## config.mk

```make
export PLATFORM = sky130hd
export DESIGN_NAME = rcl_query_feeder
export DESIGN_NICKNAME = d
export VERILOG_FILES = /design/src/rtl/rcl_pkg.sv /design/src/rtl/rcl_sync_fifo.sv /design/src/rtl/rcl_query_feeder.sv
export SDC_FILE = /design/constraint.sdc
export NUM_CORES = 1
export LEC_CHECK = 0
export ABC_AREA = 1
export BUFFER_PORTS_ARGS = -buffer_cell sky130_fd_sc_hd__buf_4
export CORE_UTILIZATION = 60
export DETAILED_ROUTE_END_ITERATION = 8
export PLACE_DENSITY = 0.92
export SYNTH_ARGS = -nofsm -noshare
export SYNTH_HDL_FRONTEND = slang
export SYNTH_SLANG_ARGS = --single-unit
export TNS_END_PERCENT = 10
```

## constraint.sdc

```tcl
create_clock -name clk -period 2.85 [get_ports clk]
set_input_delay 0.1425 -clock clk [delete_from_list [all_inputs] [get_ports clk]]
set_output_delay 0.1425 -clock clk [all_outputs]
set_load 0.005 [all_outputs]
```

## src/rtl/rcl_pkg.sv

```systemverilog
// Shared types and constants for the RCL query feeder: FSM states, relation codes,
// coefficient width, burst length and the packed query record.
package rcl_pkg;

    localparam int COEF_W  = 5;
    localparam int BEATS   = 3;
    localparam int QUERY_W = 6 * COEF_W;

    typedef enum logic [1:0] {
        IDLE,
        SEND,
        WAIT
    } state_t;

    localparam logic [1:0] REL_OUTSIDE = 2'd0;
    localparam logic [1:0] REL_TANGENT = 2'd1;
    localparam logic [1:0] REL_SECANT  = 2'd2;
    localparam logic [1:0] REL_TIMEOUT = 2'd3;

    typedef struct packed {
        logic signed [COEF_W-1:0] a;
        logic signed [COEF_W-1:0] b;
        logic signed [COEF_W-1:0] c;
        logic signed [COEF_W-1:0] m;
        logic signed [COEF_W-1:0] n;
        logic        [COEF_W-1:0] k;
    } query_t;

    // Returns {coef_L, coef_Q} for one beat of the burst.
    function automatic logic [2*COEF_W-1:0] beat_coefs(input query_t q, input logic [1:0] beat);
        case (beat)
            2'd0:    beat_coefs = {q.a, q.m};
            2'd1:    beat_coefs = {q.b, q.n};
            default: beat_coefs = {q.c, q.k};
        endcase
    endfunction

endpackage

```

## src/rtl/rcl_sync_fifo.sv

```systemverilog
// Synchronous FIFO for whole queries; count-based full/empty, sync active-low reset.
module rcl_sync_fifo #(
    parameter int DEPTH = 4,
    parameter int WIDTH = 30
) (
    input  logic                     clk,
    input  logic                     rst_n,
    input  logic                     push,
    input  logic [WIDTH-1:0]         wr_data,
    input  logic                     pop,
    output logic [WIDTH-1:0]         rd_data,
    output logic                     full,
    output logic                     empty,
    output logic [$clog2(DEPTH):0]   count
);

    localparam int PTR_W = $clog2(DEPTH);

    logic [WIDTH-1:0] mem_q [DEPTH];
    logic [WIDTH-1:0] mem_d [DEPTH];
    logic [PTR_W-1:0] wr_ptr_q, wr_ptr_d;
    logic [PTR_W-1:0] rd_ptr_q, rd_ptr_d;
    logic [PTR_W:0]   count_q, count_d;
    logic             push_ok, pop_ok;

    assign full    = (count_q == (PTR_W+1)'(DEPTH));
    assign empty   = (count_q == '0);
    assign count   = count_q;
    assign rd_data = mem_q[rd_ptr_q];

    // A push while full is dropped even if a pop frees a slot in the same cycle.
    always_comb begin
        push_ok  = push && !full;
        pop_ok   = pop && !empty;
        mem_d    = mem_q;
        wr_ptr_d = wr_ptr_q;
        rd_ptr_d = rd_ptr_q;
        count_d  = count_q;
        if (push_ok) begin
            mem_d[wr_ptr_q] = wr_data;
            wr_ptr_d        = wr_ptr_q + PTR_W'(1);
        end
        if (pop_ok) begin
            rd_ptr_d = rd_ptr_q + PTR_W'(1);
        end
        case ({push_ok, pop_ok})
            2'b10:   count_d = count_q + (PTR_W+1)'(1);
            2'b01:   count_d = count_q - (PTR_W+1)'(1);
            default: count_d = count_q;
        endcase
    end

    always_ff @(posedge clk) begin
        if (!rst_n) begin
            wr_ptr_q <= '0;
            rd_ptr_q <= '0;
            count_q  <= '0;
        end else begin
            wr_ptr_q <= wr_ptr_d;
            rd_ptr_q <= rd_ptr_d;
            count_q  <= count_d;
        end
    end

    always_ff @(posedge clk) begin
        mem_q <= mem_d;
    end

endmodule

```

## src/rtl/rcl_query_feeder.sv

```systemverilog
// Buffers queries and serialises each into a 3-beat burst for RCL, one query in flight.
// Optional WAIT-state timeout is enabled by defining RCL_FEEDER_TIMEOUT_EN.
module rcl_query_feeder
    import rcl_pkg::*;
#(
    parameter int          DEPTH   = 4,
    parameter int          TAG_W   = 4,
    parameter int unsigned TIMEOUT = 8
) (
    input  logic              clk,
    input  logic              rst_n,
    input  logic              q_valid,
    output logic              q_ready,
    input  logic [COEF_W-1:0] q_a,
    input  logic [COEF_W-1:0] q_b,
    input  logic [COEF_W-1:0] q_c,
    input  logic [COEF_W-1:0] q_m,
    input  logic [COEF_W-1:0] q_n,
    input  logic [COEF_W-1:0] q_k,
    output logic              in_valid,
    output logic [COEF_W-1:0] coef_L,
    output logic [COEF_W-1:0] coef_Q,
    input  logic              rcl_out_valid,
    input  logic [1:0]        rcl_out,
    output logic              res_valid,
    output logic [1:0]        res_rel,
    output logic [TAG_W-1:0]  res_tag
);

    state_t             state_q, state_d;
    logic [1:0]         beat_q, beat_d;
    query_t             hold_q, hold_d;
    logic [TAG_W-1:0]   tag_q, tag_d;
    logic               in_valid_q, in_valid_d;
    logic [COEF_W-1:0]  coef_l_q, coef_l_d;
    logic [COEF_W-1:0]  coef_q_q, coef_q_d;
    logic               res_valid_q, res_valid_d;
    logic [1:0]         res_rel_q, res_rel_d;
    logic [TAG_W-1:0]   res_tag_q, res_tag_d;

    query_t             fifo_head;
    logic               fifo_full, fifo_empty, fifo_pop;
    logic [$clog2(DEPTH):0] unused_fifo_count;

`ifdef RCL_FEEDER_TIMEOUT_EN
    localparam int WCW = $clog2(TIMEOUT + 1);
    logic [WCW-1:0] wait_cnt_q, wait_cnt_d;
`else
    logic unused_timeout;
    assign unused_timeout = ^TIMEOUT;
`endif

    assign q_ready   = rst_n && !fifo_full;
    assign in_valid  = in_valid_q;
    assign coef_L    = coef_l_q;
    assign coef_Q    = coef_q_q;
    assign res_valid = res_valid_q;
    assign res_rel   = res_rel_q;
    assign res_tag   = res_tag_q;

    rcl_sync_fifo #(
        .DEPTH (DEPTH),
        .WIDTH (QUERY_W)
    ) u_fifo (
        .clk     (clk),
        .rst_n   (rst_n),
        .push    (q_valid && q_ready),
        .wr_data ({q_a, q_b, q_c, q_m, q_n, q_k}),
        .pop     (fifo_pop),
        .rd_data (fifo_head),
        .full    (fifo_full),
        .empty   (fifo_empty),
        .count   (unused_fifo_count)
    );

    // Beat 0 comes straight from the FIFO head; beats 1-2 from the holding register.
    always_comb begin
        state_d     = state_q;
        beat_d      = beat_q;
        hold_d      = hold_q;
        tag_d       = tag_q;
        in_valid_d  = 1'b0;
        coef_l_d    = '0;
        coef_q_d    = '0;
        res_valid_d = 1'b0;
        res_rel_d   = res_rel_q;
        res_tag_d   = res_tag_q;
        fifo_pop    = 1'b0;
`ifdef RCL_FEEDER_TIMEOUT_EN
        wait_cnt_d  = wait_cnt_q;
`endif
        case (state_q)
            IDLE: begin
                if (!fifo_empty) begin
                    fifo_pop               = 1'b1;
                    hold_d                 = fifo_head;
                    in_valid_d             = 1'b1;
                    {coef_l_d, coef_q_d}   = beat_coefs(fifo_head, 2'd0);
                    beat_d                 = 2'd1;
                    state_d                = SEND;
                end
            end
            SEND: begin
                if (beat_q == 2'(BEATS)) begin
                    state_d = WAIT;
`ifdef RCL_FEEDER_TIMEOUT_EN
                    wait_cnt_d = '0;
`endif
                end else begin
                    in_valid_d             = 1'b1;
                    {coef_l_d, coef_q_d}   = beat_coefs(hold_q, beat_q);
                    beat_d                 = beat_q + 2'd1;
                end
            end
            WAIT: begin
                if (rcl_out_valid) begin
                    state_d     = IDLE;
                    res_valid_d = 1'b1;
                    res_rel_d   = rcl_out;
                    res_tag_d   = tag_q;
                    tag_d       = tag_q + TAG_W'(1);
                end
`ifdef RCL_FEEDER_TIMEOUT_EN
                else if (wait_cnt_q == WCW'(TIMEOUT - 1)) begin
                    state_d     = IDLE;
                    res_valid_d = 1'b1;
                    res_rel_d   = REL_TIMEOUT;
                    res_tag_d   = tag_q;
                    tag_d       = tag_q + TAG_W'(1);
                end else begin
                    wait_cnt_d = wait_cnt_q + WCW'(1);
                end
`endif
            end
            default: state_d = IDLE;
        endcase
    end

    always_ff @(posedge clk) begin
        if (!rst_n) begin
            state_q     <= IDLE;
            beat_q      <= '0;
            hold_q      <= '0;
            tag_q       <= '0;
            in_valid_q  <= 1'b0;
            coef_l_q    <= '0;
            coef_q_q    <= '0;
            res_valid_q <= 1'b0;
            res_rel_q   <= REL_OUTSIDE;
            res_tag_q   <= '0;
        end else begin
            state_q     <= state_d;
            beat_q      <= beat_d;
            hold_q      <= hold_d;
            tag_q       <= tag_d;
            in_valid_q  <= in_valid_d;
            coef_l_q    <= coef_l_d;
            coef_q_q    <= coef_q_d;
            res_valid_q <= res_valid_d;
            res_rel_q   <= res_rel_d;
            res_tag_q   <= res_tag_d;
        end
    end

`ifdef RCL_FEEDER_TIMEOUT_EN
    always_ff @(posedge clk) begin
        if (!rst_n) begin
            wait_cnt_q <= '0;
        end else begin
            wait_cnt_q <= wait_cnt_d;
        end
    end
`endif

endmodule
```

# After elaboration in Yosys (flattened, before gate mapping)
# Cells that the tools add are included.
# word_totals
ff_bits	183
input_bits	36
output_inout_bits	19
word_cells	87
# op_classes
addsub	6
magnitude_cmp	3
n_eq_ne	11
muxes	25
n_bitwise	3
n_reduce_logical	17
# ops
op	n
120-bit bitwise mux	1
30-bit two-way mux	3
30-bit binary-select mux with 2-bit select	1
30-bit demux with 2-bit select	1
5-bit two-way mux	4
10-bit one-hot mux with 2 select lines	1
5-bit one-hot mux with 2 select lines	2
2-bit two-way mux	4
2-bit != test (second input constant)	4
2-bit by 1-bit adder with 2-bit output (second input constant)	3
2-bit by 1-bit == test with 1-bit output (second input constant)	3
2-bit == test (second input constant)	3
3-bit >= comparator (second input constant)	2
2-bit NOT with 3-bit output	2
2-bit one-hot mux with 3 select lines	1
3-bit one-hot mux with 2 select lines	1
2-bit AND reduction	3
3-bit AND reduction	2
1-bit logical AND	5
4-bit by 1-bit adder with 4-bit output (second input constant)	1
2-bit logical NOT	2
1-bit two-way mux	4
2-bit one-hot mux with 2 select lines	1
2-bit nonzero test	2
8 further kinds	9

# Depth between registers and ports, before layout
# Gate-level depths: netlist of run 1.
# depth
ltp_word	7
ltp_mapped	13
mapped_depth_nobuf	12

# Cells and area by module
# From an unflattened synthesis of run 1, not the netlist that was laid out.
# unflattened
cells_unflattened	667
hier_area_um2	7140.6
# modules_own_cells
mod	n_inst	cells_each	area_each_um2	seq_area_each_um2
rcl_sync_fifo	1	356	4914.7	3743.6
rcl_query_feeder	1	311	2225.9	1121.1

# Least setup slack after synthesis of run 1
# No wires, ideal clock.
# synth_timing
path_kind	reg-to-reg
startpoint	register u_fifo.count_q[1] (netlist: u_fifo.count[1])
endpoint	register u_fifo.mem_q[0] (netlist name), enable pin
setup_time_ps	417
t_arrival_ps	1945
required_time_ps	2433
path_slack_ps	488
path_stages_with_launch	5
path_buffers	0
synth_period_minus_slack_ps	2362
cell_sequence	dfxtp_1 -> inv_2 -> nand3_1 -> nand3_1 -> nor2_1
# synth_via
elab_chain_cells	5
# synth_lines
element	line_no	source
start, declared	rcl_sync_fifo.sv:23	logic [PTR_W:0] count_q, count_d;
start signal, assigned	rcl_sync_fifo.sv:61	count_q <= count_d;
3-bit == test (*)	rcl_sync_fifo.sv:26	assign full = (count_q == (PTR_W+1)'(DEPTH));
1-bit logical NOT (*)	rcl_sync_fifo.sv:33, rcl_query_feeder.sv:53	
1-bit logical AND	rcl_query_feeder.sv:53	assign q_ready = rst_n && !fifo_full;
1-bit logical AND	rcl_query_feeder.sv:67	.push (q_valid && q_ready),
1-bit logical AND (*)	rcl_sync_fifo.sv:33	push_ok = push && !full;
end signal, assigned	rcl_sync_fifo.sv:66	mem_q <= mem_d;
end, declared	rcl_sync_fifo.sv:19	logic [WIDTH-1:0] mem_q [DEPTH];
# Mark *: on every way between the ends. The rest lies on a longest branch, timed or not.
# A chain may end at the register's enable or synchronous reset.

# Final worst setup path of run 1
# layout_timing
startpoint	register u_fifo.count_q[2] (netlist: u_fifo.count[2])
endpoint	register u_fifo.count_q[2] (netlist: u_fifo.count[2])
# layout_via
elab_chain_cells	7
word_cells_on_any_way	16
classes_between	add/sub: 2; eq/ne: 3; mux: 3; reduce/logical: 8
# layout_lines
element	line_no	source
3-bit == test	rcl_sync_fifo.sv:26	
1-bit logical NOT	rcl_sync_fifo.sv:33, rcl_query_feeder.sv:53	
1-bit logical AND	rcl_query_feeder.sv:53	
1-bit logical AND	rcl_query_feeder.sv:67	
1-bit logical AND	rcl_sync_fifo.sv:33	
2-bit by 1-bit == test with 1-bit output / 2-bit == test (equally long branches)	rcl_sync_fifo.sv:46	case ({push_ok, pop_ok})
3-bit one-hot mux with 2 select lines / 2-bit nonzero test (equally long branches)	--	
# Parallel ways exist; a longest one is shown, timed or not.

==> run_results.csv, run 1 <==
group,metric,value,unit
outcome,status,"completed",
place,place_ws,0.616,ns
critical_path,r2r_setup_slack,0.51,ns
critical_path,path_cells,"inv_1 > nand3_1 > nand2_4 > inv_6 > ha_1 > inv_1 > fa_1 > nand2_1 > nand3_1 > o21ai_0 > a21oi_1",
critical_path,path_max_fanout,35,
yosys,synth-edff-count,120,
hold_path,hold_path_class,"in2reg",
yosys,ys_top_cells_by_area,"edfxtp_1 (48%), dfxtp_1 (17%), nand2_1 (7.7%)",
clock_tree,cts_sinks,183,
clock_tree,cts_root_buf,"clkbuf_16",
floorplanning,fp-row-count,40,
yosys,yosysTopAreaCell,"edfxtp_1",
global_route,grt-ovfl-total,0,
critical_path,reg2reg_depth,11,
sta,worstMarginPinSlew,0.768,ns
floorplanning,core,12100,µm²
detailed_routing,avgViaCountPerCell,5.32,
yosys,syn_avg_cell_area,10.1,µm²
critical_path,crit_slowest_cell,"fa_1",
final_layout,final_nets,865,
global_route,busiest_layer,"met2",
clock_tree,cts.clk_slew.worst_paths,0.07,ns
yosys,synth_top_family_by_area,"simple AND/OR/NAND/NOR gates",
global_route,use_met2,42.7,%
floorplanning,io-pin-count,55,
critical_path,cp-start-kind,"register",
yosys,syn-num-nets,784,
final_layout,area_growth,18.9,%
sta,slew_viol_final,0,
yosys,ys_types,32,
yosys,synth_top_area_share,48.5,%
yosys,synth_warnings,0,
floorplanning,die_x,113,µm
run,maxCapViolCount,0,
yosys,synth_fa_ha_area_share,1.78,%
place,io_buffers,54,
yosys,synthArstFlopShare,0,%
critical_path,critPathArrivalTime,2.67,ns
place,gp_congestion,0.860,
yosys,synth_xor_xnor_area_share,0.118,%
critical_path,end_kind,"register",
critical_path,worstPathRequired,3.17,ns
global_route,use_met1,30.7,%
final_layout,diodes,0,
clock_tree,worst_skew_pair.late_latency,0.43,ns
clock_tree,numCtsBuffers,17,
final_layout,mostFrequentLayoutCells,"nand2_1 (153), nor2_1 (129), edfxtp_1 (120)",
power_and_ir_drop,irDropWorstVdd,0.600,mV
final_layout,layout.cells.non_filler,1000,
sta,finalCritPeriodShare,82.2,%
yosys,ys_seq_elements,183,
sta,clock_skew,0.00865,ns
sta,setup-violations-final,0,
place,dp_cells,935,
sta,hold_ws,0.0235,ns
critical_path,r2r-start,"u_fifo.count[2]",
detailed_routing,drt.antenna.violating_nets,0,
yosys,synth-compound-area-share,7.79,%
clock_tree,cts_buffer_depth,2,
global_route,grt_usage,25.1,%
power_and_ir_drop,leakage,0.00360,µW
floorplanning,die_y,113,µm
global_route,grt_pass1_wl,24000,µm
global_route,grt_max_degree,63,
yosys,synth_simple_gate_area_share,18.3,%
detailed_routing,wl_per_cell,15.0,µm
critical_path,path_class,"reg2reg",
power_and_ir_drop,p_per_area,901,nW/µm²
yosys,synthFlopType,"edfxtp_1",
final_layout,layout-drive-gt1-share,14.3,%
yosys,ys_seq_area_share,65.5,%
detailed_routing,drt_iter0_drc,494,
critical_path,max_stage_delay,0.39,ns
global_route,use_met3,6.32,%
sta,fmax,427,MHz
sta,setup_slack,0.507,ns
final_layout,layout_commonest_cell,"nand2_1",
yosys,syn-cell-area,7430,µm²
clock_tree,cts_htree_levels,4,
critical_path,endpoint,"u_fifo.count[2]",
sta,relSlewSlack,48.8,%
global_route,first_global_vias,5083,
critical_path,crit_start,"u_fifo.count[2]",
sta,min_period,2.34,ns
critical_path,r2r_end,"u_fifo.count[2]",
detailed_routing,dr.pass1.iters,7,
place,place_hpwl,8940,µm
floorplanning,start_util,61.6,%
detailed_routing,drc,0,
floorplanning,die_area,12800,µm²
detailed_routing,vias,5323,
sta,fin_setup_tns,0,ns
clock_tree,cts_tree,"done",
sta,rsz0062_at_grt,"no",
yosys,netlist_instances,738,
detailed_routing,drt_wl_total,15000,µm
yosys,muxShareOfSynthArea,0,%
global_route,grt_antenna_before_repair,0,
sta,hold_violations,0,
==> cell type report <==
| type | instances | area [µm²] |
|---|---|---|
| tap | 168 | 210 |
| timing repair buffer | 97 | 823 |
| inverter | 67 | 260 |
| fill | 792 | 3220 |
| clock buffer | 20 | 437 |
| multi-input combinational | 453 | 2090 |
| clock inverter | 12 | 153 |
| sequential | 183 | 4870 |
==> power breakdown <==
part | internal [µW] | switching, µW | total, µW
clock | 1380 | 962 | 2340
sequential | 3190 | 200 | 3390
combinational | 750 | 1480 | 2230
==> critical path, delay by kind of cell, from the launching register on <==
kind	cells	cell delay (ns)
simple gates	4	0.55
fa+ha+maj	2	0.62
buf+inv	3	0.48
flops	1	0.37
compound gates	2	0.21
==> logic make-up (layout without fill, tap and decap cells) <==
kind of cell / after synthesis / in the layout
adder cells (fa/ha/maj): 10 / 10
AO/OA/AOI/OAI: 103 / 103
AND/OR/NAND/NOR: 339 / 339
flip-flops: 183 / 183
XOR/XNOR: 1 / 1
buffers and inverters: 102 / 196
==> what timing repair did <==
action,CTS,global route
hold buffers,33,0
endpoints found under the hold margin,123,0
resized for setup,0,0
setup buffers,0,0
==> synthesized netlist by cell type (3+ instances only) <==
| cell | instances |
|---|---|
| nand2_1 | 153 |
| nor2_1 | 133 |
| edfxtp_1 | 120 |
| dfxtp_1 | 63 |
| inv_1 | 58 |
| nand3_1 | 37 |
| a21oi_1 | 32 |
| o21ai_1 | 27 |
| buf_2 | 21 |
| o21ai_0 | 20 |
| o21bai_1 | 20 |
| ha_1 | 9 |
| nand2_2 | 8 |
| buf_4 | 6 |
| inv_2 | 5 |
| buf_6 | 4 |
| nor2_2 | 3 |
| nor3_1 | 3 |
==> per-stage QoR <==
| step | power (µW) | util, % | area [µm²] |
|---|---|---|---|
| detailed placement | 5580 | 65.7 | 7920 |
| global placement | 5490 | 65.7 | 7920 |
| finish | 7960 | 73.3 | 8840 |
| floorplan | 5120 | - | 7430 |
| global route | 8370 | 73.3 | 8840 |
| CTS | 7960 | 73.3 | 8840 |
==> layer usage <==
| layer | up-vias | share of wire (%) |
|---|---|---|
| met3 | 28 | 7.0 |
| li1 | 2577 | - |
| met4 | 0 | 1.9 |
| met2 | 206 | 50 |
| met5 | - | 0 |
| met1 | 2512 | 41 |
==> how the worst min path moves through the flow <==
stage | start | to | slack [ns] | cells past startpoint
floorplan | q_k[0] | u_fifo.mem_q[0] | 0.24 | 0
global placement | q_b[1] | u_fifo.mem_q[51] | 0.34 | 1
detailed placement | q_m[2] | u_fifo.mem_q[102] | 0.35 | 1
CTS | rst_n | beat_q[1] | 0.01 | 3
global route | rst_n | tag_q[3] | 0.02 | 3
finish | rst_n | beat_q[1] | 0.02 | 3
==> flip-flops by register name (all words and copies together) (netlist names) <==
name             flops
u_fifo.wr_ptr_q      2
res_rel              2
hold_q              30
u_fifo.count         3
res_valid            1
coef_L               5
tag_q                4
state_q              2
u_fifo.rd_ptr_q      2
u_fifo.mem_q       120
beat_q               2
coef_Q               5
in_valid             1
res_tag              4
Note: power is estimated with default switching activity, not from simulation.
==> run 2, diff against run 1 <==
- CORE_UTILIZATION: 60 -> 54
- PLACE_DENSITY: 0.92 -> 0.88
- clock period: 2.85 -> 2.1 ns (I/O delays scaled with it)
==> run 2 against run 1 <==
  * Clock skew is 0.0011 ns higher
  * Non-clock buffer count increased by 3
  * Setup slack got worse by 0.27 ns
  * Critical path depth unchanged
  * Cell count is 1.1% higher
  * Via count is 0.19% lower
  * Sequential share of layout area down 0.34 points
  * Worst hold slack improved by 0.032 ns
  * Final area rose by 0.62%
  * Global-route usage decreased by 2.1 points
  * Sequential power increased by 36%
  * Wire length rose by 1.6%
==> run_results.csv, run 2 (synthesized netlist as in run 1, its figures left out) <==
group,metric,value,unit
outcome,status,"completed",
critical_path,path_cells,"inv_1 > nand3_1 > nand2_4 > inv_6 > ha_1 > inv_1 > fa_1 > nand2_1 > nand3_1 > o21ai_0 > a21oi_1",
detailed_routing,drc,0,
place,place_hpwl,8790,µm
sta,hold_violations,0,
sta,min_period,1.86,ns
run,maxCapViolCount,0,
final_layout,mostFrequentLayoutCells,"nand2_1 (153), nor2_1 (129), edfxtp_1 (120)",
final_layout,fillers,981,
clock_tree,cts_sinks,183,
sta,clock_skew,0.00971,ns
clock_tree,cts_buffer_depth,2,
sta,slew_viol_final,0,
final_layout,regMostFlops,"u_fifo.mem_q",
final_layout,register_area,4870,µm²
place,io_buffers,54,
hold_path,hold_path_class,"in2reg",
clock_tree,numCtsBuffers,17,
sta,rsz0062_at_grt,"no",
critical_path,path_max_fanout,3,
detailed_routing,vias,5313,
final_layout,largest_register_ffs,120,
critical_path,critPathBufInv,3,
detailed_routing,drt_iter0_drc,400,
global_route,grt_pass1_wl,24700,µm
final_layout,multi_input_area,2090,µm²
sta,finalCritPeriodShare,88.6,%
final_layout,reg.largest.list,"u_fifo.mem_q: 120 flops, hold_q: 30 flops",
floorplanning,core,13300,µm²
final_layout,diodes,0,
detailed_routing,dr.pass1.iters,5,
final_layout,final_util,66.6,%
global_route,grt-ovfl-total,0,
final_layout,area_growth,19.7,%
final_layout,layout-drive-gt1-share,14.7,%
place,dp_cells,945,
sta,setup_slack,0.239,ns
floorplanning,die_x,119,µm
floorplanning,die_y,119,µm
detailed_routing,wl_per_cell,15.1,µm
critical_path,max_stage_delay,0.38,ns
power_and_ir_drop,pwr-share-comb,28.8,%
power_and_ir_drop,switching_share,33.5,%
critical_path,path_class,"reg2reg",
floorplanning,die_area,14200,µm²
global_route,grt_max_degree,63,
power_and_ir_drop,leakage,0.00361,µW
power_and_ir_drop,p_per_area,1210,nW/µm²
place,gp_congestion,0.809,
sta,setup-violations-final,0,
critical_path,cp-start-kind,"register",
sta,fmax,537,MHz
power_and_ir_drop,irDropWorstVdd,0.640,mV
final_layout,layout.cells.non_filler,1011,
sta,relSlewSlack,58.9,%
power_and_ir_drop,p_int,7170,µW
critical_path,cp_top_family,"adder cells",
clock_tree,cts_tree,"done",
clock_tree,cts_root_buf,"clkbuf_16",
detailed_routing,avgViaCountPerCell,5.26,
clock_tree,cts_htree_levels,4,
power_and_ir_drop,power_frac_clock,28.3,%
critical_path,worstPathRequired,2.42,ns
final_layout,layout_commonest_cell,"nand2_1",
floorplanning,fp-row-count,42,
place,place_ws,0.295,ns
clock_tree,worst_skew_pair.late_latency,0.43,ns
critical_path,crit_slowest_cell,"fa_1",
floorplanning,io-pin-count,55,
sta,worstMarginPinSlew,0.615,ns
detailed_routing,drt.antenna.violating_nets,0,
global_route,grt_usage,23.0,%
clock_tree,cts.clk_slew.worst_paths,0.06,ns
power_and_ir_drop,p_switching,3610,µW
final_layout,final_nets,868,
global_route,grt_antenna_before_repair,0,
clock_tree,ctsResizeCount,0,
critical_path,end_kind,"register",
global_route,first_global_vias,5110,
critical_path,critPathArrivalTime,2.18,ns
detailed_routing,drt_wl_total,15200,µm
power_and_ir_drop,sequentialPowerShare,42.9,%
floorplanning,start_util,55.7,%
==> run 2: power by group through the flow <==
| stage | logic [µW] | clock network, µW | registers, µW |
|---|---|---|---|
| 2_1_floorplan | 2370 | 0 | 4580 |
| 3_3_place_gp | 2870 | 0 | 4660 |
| 3_5_place_dp | 2980 | 0 | 4680 |
| 4_1_cts | 3090 | 3080 | 4610 |
| 5_1_grt | 3460 | 3240 | 4660 |
| 6_report | 3110 | 3050 | 4620 |
==> run 2: routing by layer <==
| metal | vias to the layer above | global-route usage [%] | routed length (µm) |
|---|---|---|---|
| li1 | 2584 | - | - |
| met4 | 0 | 12.1 | 411 |
| met3 | 42 | 5.17 | 908 |
| met2 | 210 | 37.9 | 7490 |
| met5 | - | 0 | 0 |
| met1 | 2477 | 28.3 | 6430 |
==> run 2: stage by stage <==
stage	power (µW)	hold slack, ns	TNS [ns]	cell area (µm²)
2_1_floorplan	6950	0.204	-31.48	7430
3_3_place_gp	7530	0.306	0	7980
3_5_place_dp	7660	0.308	0	7980
4_1_cts	10800	0.0486	0	8890
5_1_grt	11400	0.0564	0	8890
6_report	10800	0.0558	0	8890
==> run 2: path summary, 6_finish.rpt <==
kind	slack [ns]	cells after the start	endpoint	startpoint
worst min register to register	0.46	2	res_rel[0]	res_rel[0]
worst min-delay path	0.06	3	state_q[1]	rcl_out_valid
worst max register to register	0.24	11	u_fifo.count[2]	u_fifo.count[2]
worst max-delay path	0.24	11	u_fifo.count[2]	u_fifo.count[2]
==> run 2: final cells by class <==
class,instances,share of cell area (%)
flip-flops and latches,183,54.7
clock inverters,14,1.49
repair buffers,100,9.96
inverters,67,2.93
well taps,176,2.48
clock buffers,18,4.94
multi-input cells,453,23.5
==> run 2: repair_timing <==
action	in CTS	in global routing
setup buffers	0	0
hold buffers	34	0
hold endpoints to repair	127	0
==> run 2: worst register-to-register path, delay by kind of cell (launching register included) <==
kind,cells,cell delay [ns]
buffers and inverters,3,0.22
DFF,1,0.36
adders and majority gates,2,0.55
AOI/OAI and AO/OA,2,0.25
and+or+nand+nor,4,0.36
==> run 3, diff against run 2 <==
- HOLD_SLACK_MARGIN: not set -> 0.15
==> run 3 against run 2 <==
  * Non-clock buffer count up 2
  * Total power about the same
  * Sequential share of layout area down 0.12 points
  * Clock skew about the same
  * Wire length about the same
  * Sequential power about the same
  * Cell count up 0.20%
  * Die area unchanged
  * Critical path depth unchanged
  * Register-to-register slack about the same
  * Critical path type unchanged
  * Highest routed layer unchanged
==> run_results.csv, run 3 (synthesized netlist as in run 1, its figures left out) <==
group,metric,value,unit
final_layout,regMostFlops,"u_fifo.mem_q",
critical_path,path_max_fanout,3,
critical_path,cp-start-kind,"register",
critical_path,cp_top_family,"adder cells",
clock_tree,cts_htree_levels,4,
detailed_routing,vias,5320,
global_route,first_global_vias,5129,
final_layout,reg.largest.list,"u_fifo.mem_q: 120 flops, hold_q: 30 flops",
sta,slew_viol_final,0,
detailed_routing,drc,0,
place,io_buffers,54,
critical_path,critPathArrivalTime,2.17,ns
global_route,grt_pass1_wl,24700,µm
power_and_ir_drop,p_per_area,1210,nW/µm²
floorplanning,io-pin-count,55,
sta,min_period,1.85,ns
critical_path,max_stage_delay,0.38,ns
sta,setup_slack,0.248,ns
sta,setup-violations-final,0,
place,place_hpwl,8790,µm
detailed_routing,avgViaCountPerCell,5.25,
final_layout,mostFrequentLayoutCells,"nand2_1 (153), nor2_1 (129), edfxtp_1 (120)",
sta,fmax,540,MHz
detailed_routing,drt.antenna.violating_nets,0,
final_layout,largest_register_ffs,120,
global_route,grt_usage,23.0,%
power_and_ir_drop,irDropWorstVdd,0.639,mV
detailed_routing,drt_wl_total,15200,µm
clock_tree,cts_buffer_depth,2,
global_route,grt_max_degree,63,
floorplanning,core,13300,µm²
floorplanning,die_y,119,µm
sta,rsz0062_at_grt,"no",
sta,hold_violations,0,
outcome,status,"completed",
clock_tree,numCtsBuffers,17,
floorplanning,fp-row-count,42,
place,gp_congestion,0.809,
detailed_routing,drt_iter0_drc,407,
final_layout,final_nets,870,
sta,worstMarginPinSlew,0.612,ns
sta,relSlewSlack,59.1,%
sta,finalCritPeriodShare,88.2,%
run,maxCapViolCount,0,
clock_tree,cts.clk_slew.worst_paths,0.06,ns
final_layout,layout-drive-gt1-share,14.7,%
critical_path,worstPathRequired,2.42,ns
power_and_ir_drop,leakage,0.00362,µW
critical_path,path_class,"reg2reg",
clock_tree,ctsResizeCount,0,
clock_tree,cts_root_buf,"clkbuf_16",
critical_path,path_cells,"inv_1 > nand3_1 > nand2_4 > inv_6 > ha_1 > inv_1 > fa_1 > nand2_1 > nand3_1 > o21ai_0 > a21oi_1",
hold_path,hold_path_class,"in2reg",
final_layout,layout_commonest_cell,"nand2_1",
floorplanning,die_area,14200,µm²
detailed_routing,wl_per_cell,15.0,µm
sta,clock_skew,0.0101,ns
clock_tree,worst_skew_pair.late_latency,0.43,ns
final_layout,area_growth,19.9,%
critical_path,end_kind,"register",
floorplanning,start_util,55.7,%
global_route,grt-ovfl-total,0,
global_route,grt_antenna_before_repair,0,
clock_tree,cts_sinks,183,
floorplanning,die_x,119,µm
final_layout,final_util,66.8,%
critical_path,critPathBufInv,3,
detailed_routing,dr.pass1.iters,5,
final_layout,diodes,0,
place,place_ws,0.295,ns
clock_tree,cts_tree,"done",
critical_path,crit_slowest_cell,"fa_1",
-- run 3: changes by cell type in the layout (fill, tap and decap cells not counted), sizes merged --
cell and delta:
dlygate4sd3 +2
-- run 3: power breakdown --
| part | switching (µW) | internal (µW) |
|---|---|---|
| combinational | 2030 | 1080 |
| sequential | 285 | 4330 |
| clock | 1280 | 1760 |
-- run 3: area by class of cell --
cell class	instances	area (µm²)
flip-flops and latches	183	4870
fillers	978	4430
multi-input cells	453	2090
repair buffers	102	906
clock buffers	18	439
inverters	67	260
well taps	176	220
clock inverters	14	133
-- run 3: routing by layer --
metal,GRT usage [%],up-vias,wire length [µm]
met4,12.1,0,386
met5,0,-,0
met1,28.4,2484,6390
li1,-,2590,-
met2,38.0,207,7590
met3,5.17,39,867
-- run 3: what timing repair did --
| item | 4_1_cts | 5_1_grt |
|---|---|---|
| buffers inserted | 0 | 0 |
| endpoints found under the hold margin | 135 | 0 |
| hold buffers | 36 | 0 |
-- run 3: final timing paths --
path                                 startpoint                to  slack, ns  depth (start not counted)
worst min-delay path                     q_c[0]  u_fifo.mem_q[45]       0.41                          2
worst min register to register       res_rel[0]        res_rel[0]       0.46                          2
worst max-delay path            u_fifo.count[2]   u_fifo.count[2]       0.25                         11
worst max register to register  u_fifo.count[2]   u_fifo.count[2]       0.25                         11
-- run 3: per-stage QoR --
step                hold slack [ns]  std cells  TNS [ns]  area, µm²  power [µW]
global placement              0.306        945         0       7980        7530
detailed placement            0.308        945         0       7980        7660
CTS                           0.401       1013         0       8910       10800
finish                        0.413       1013         0       8910       10800
global route                  0.405       1013         0       8910       11400
floorplan                     0.204        738    -31.48       7430        6950
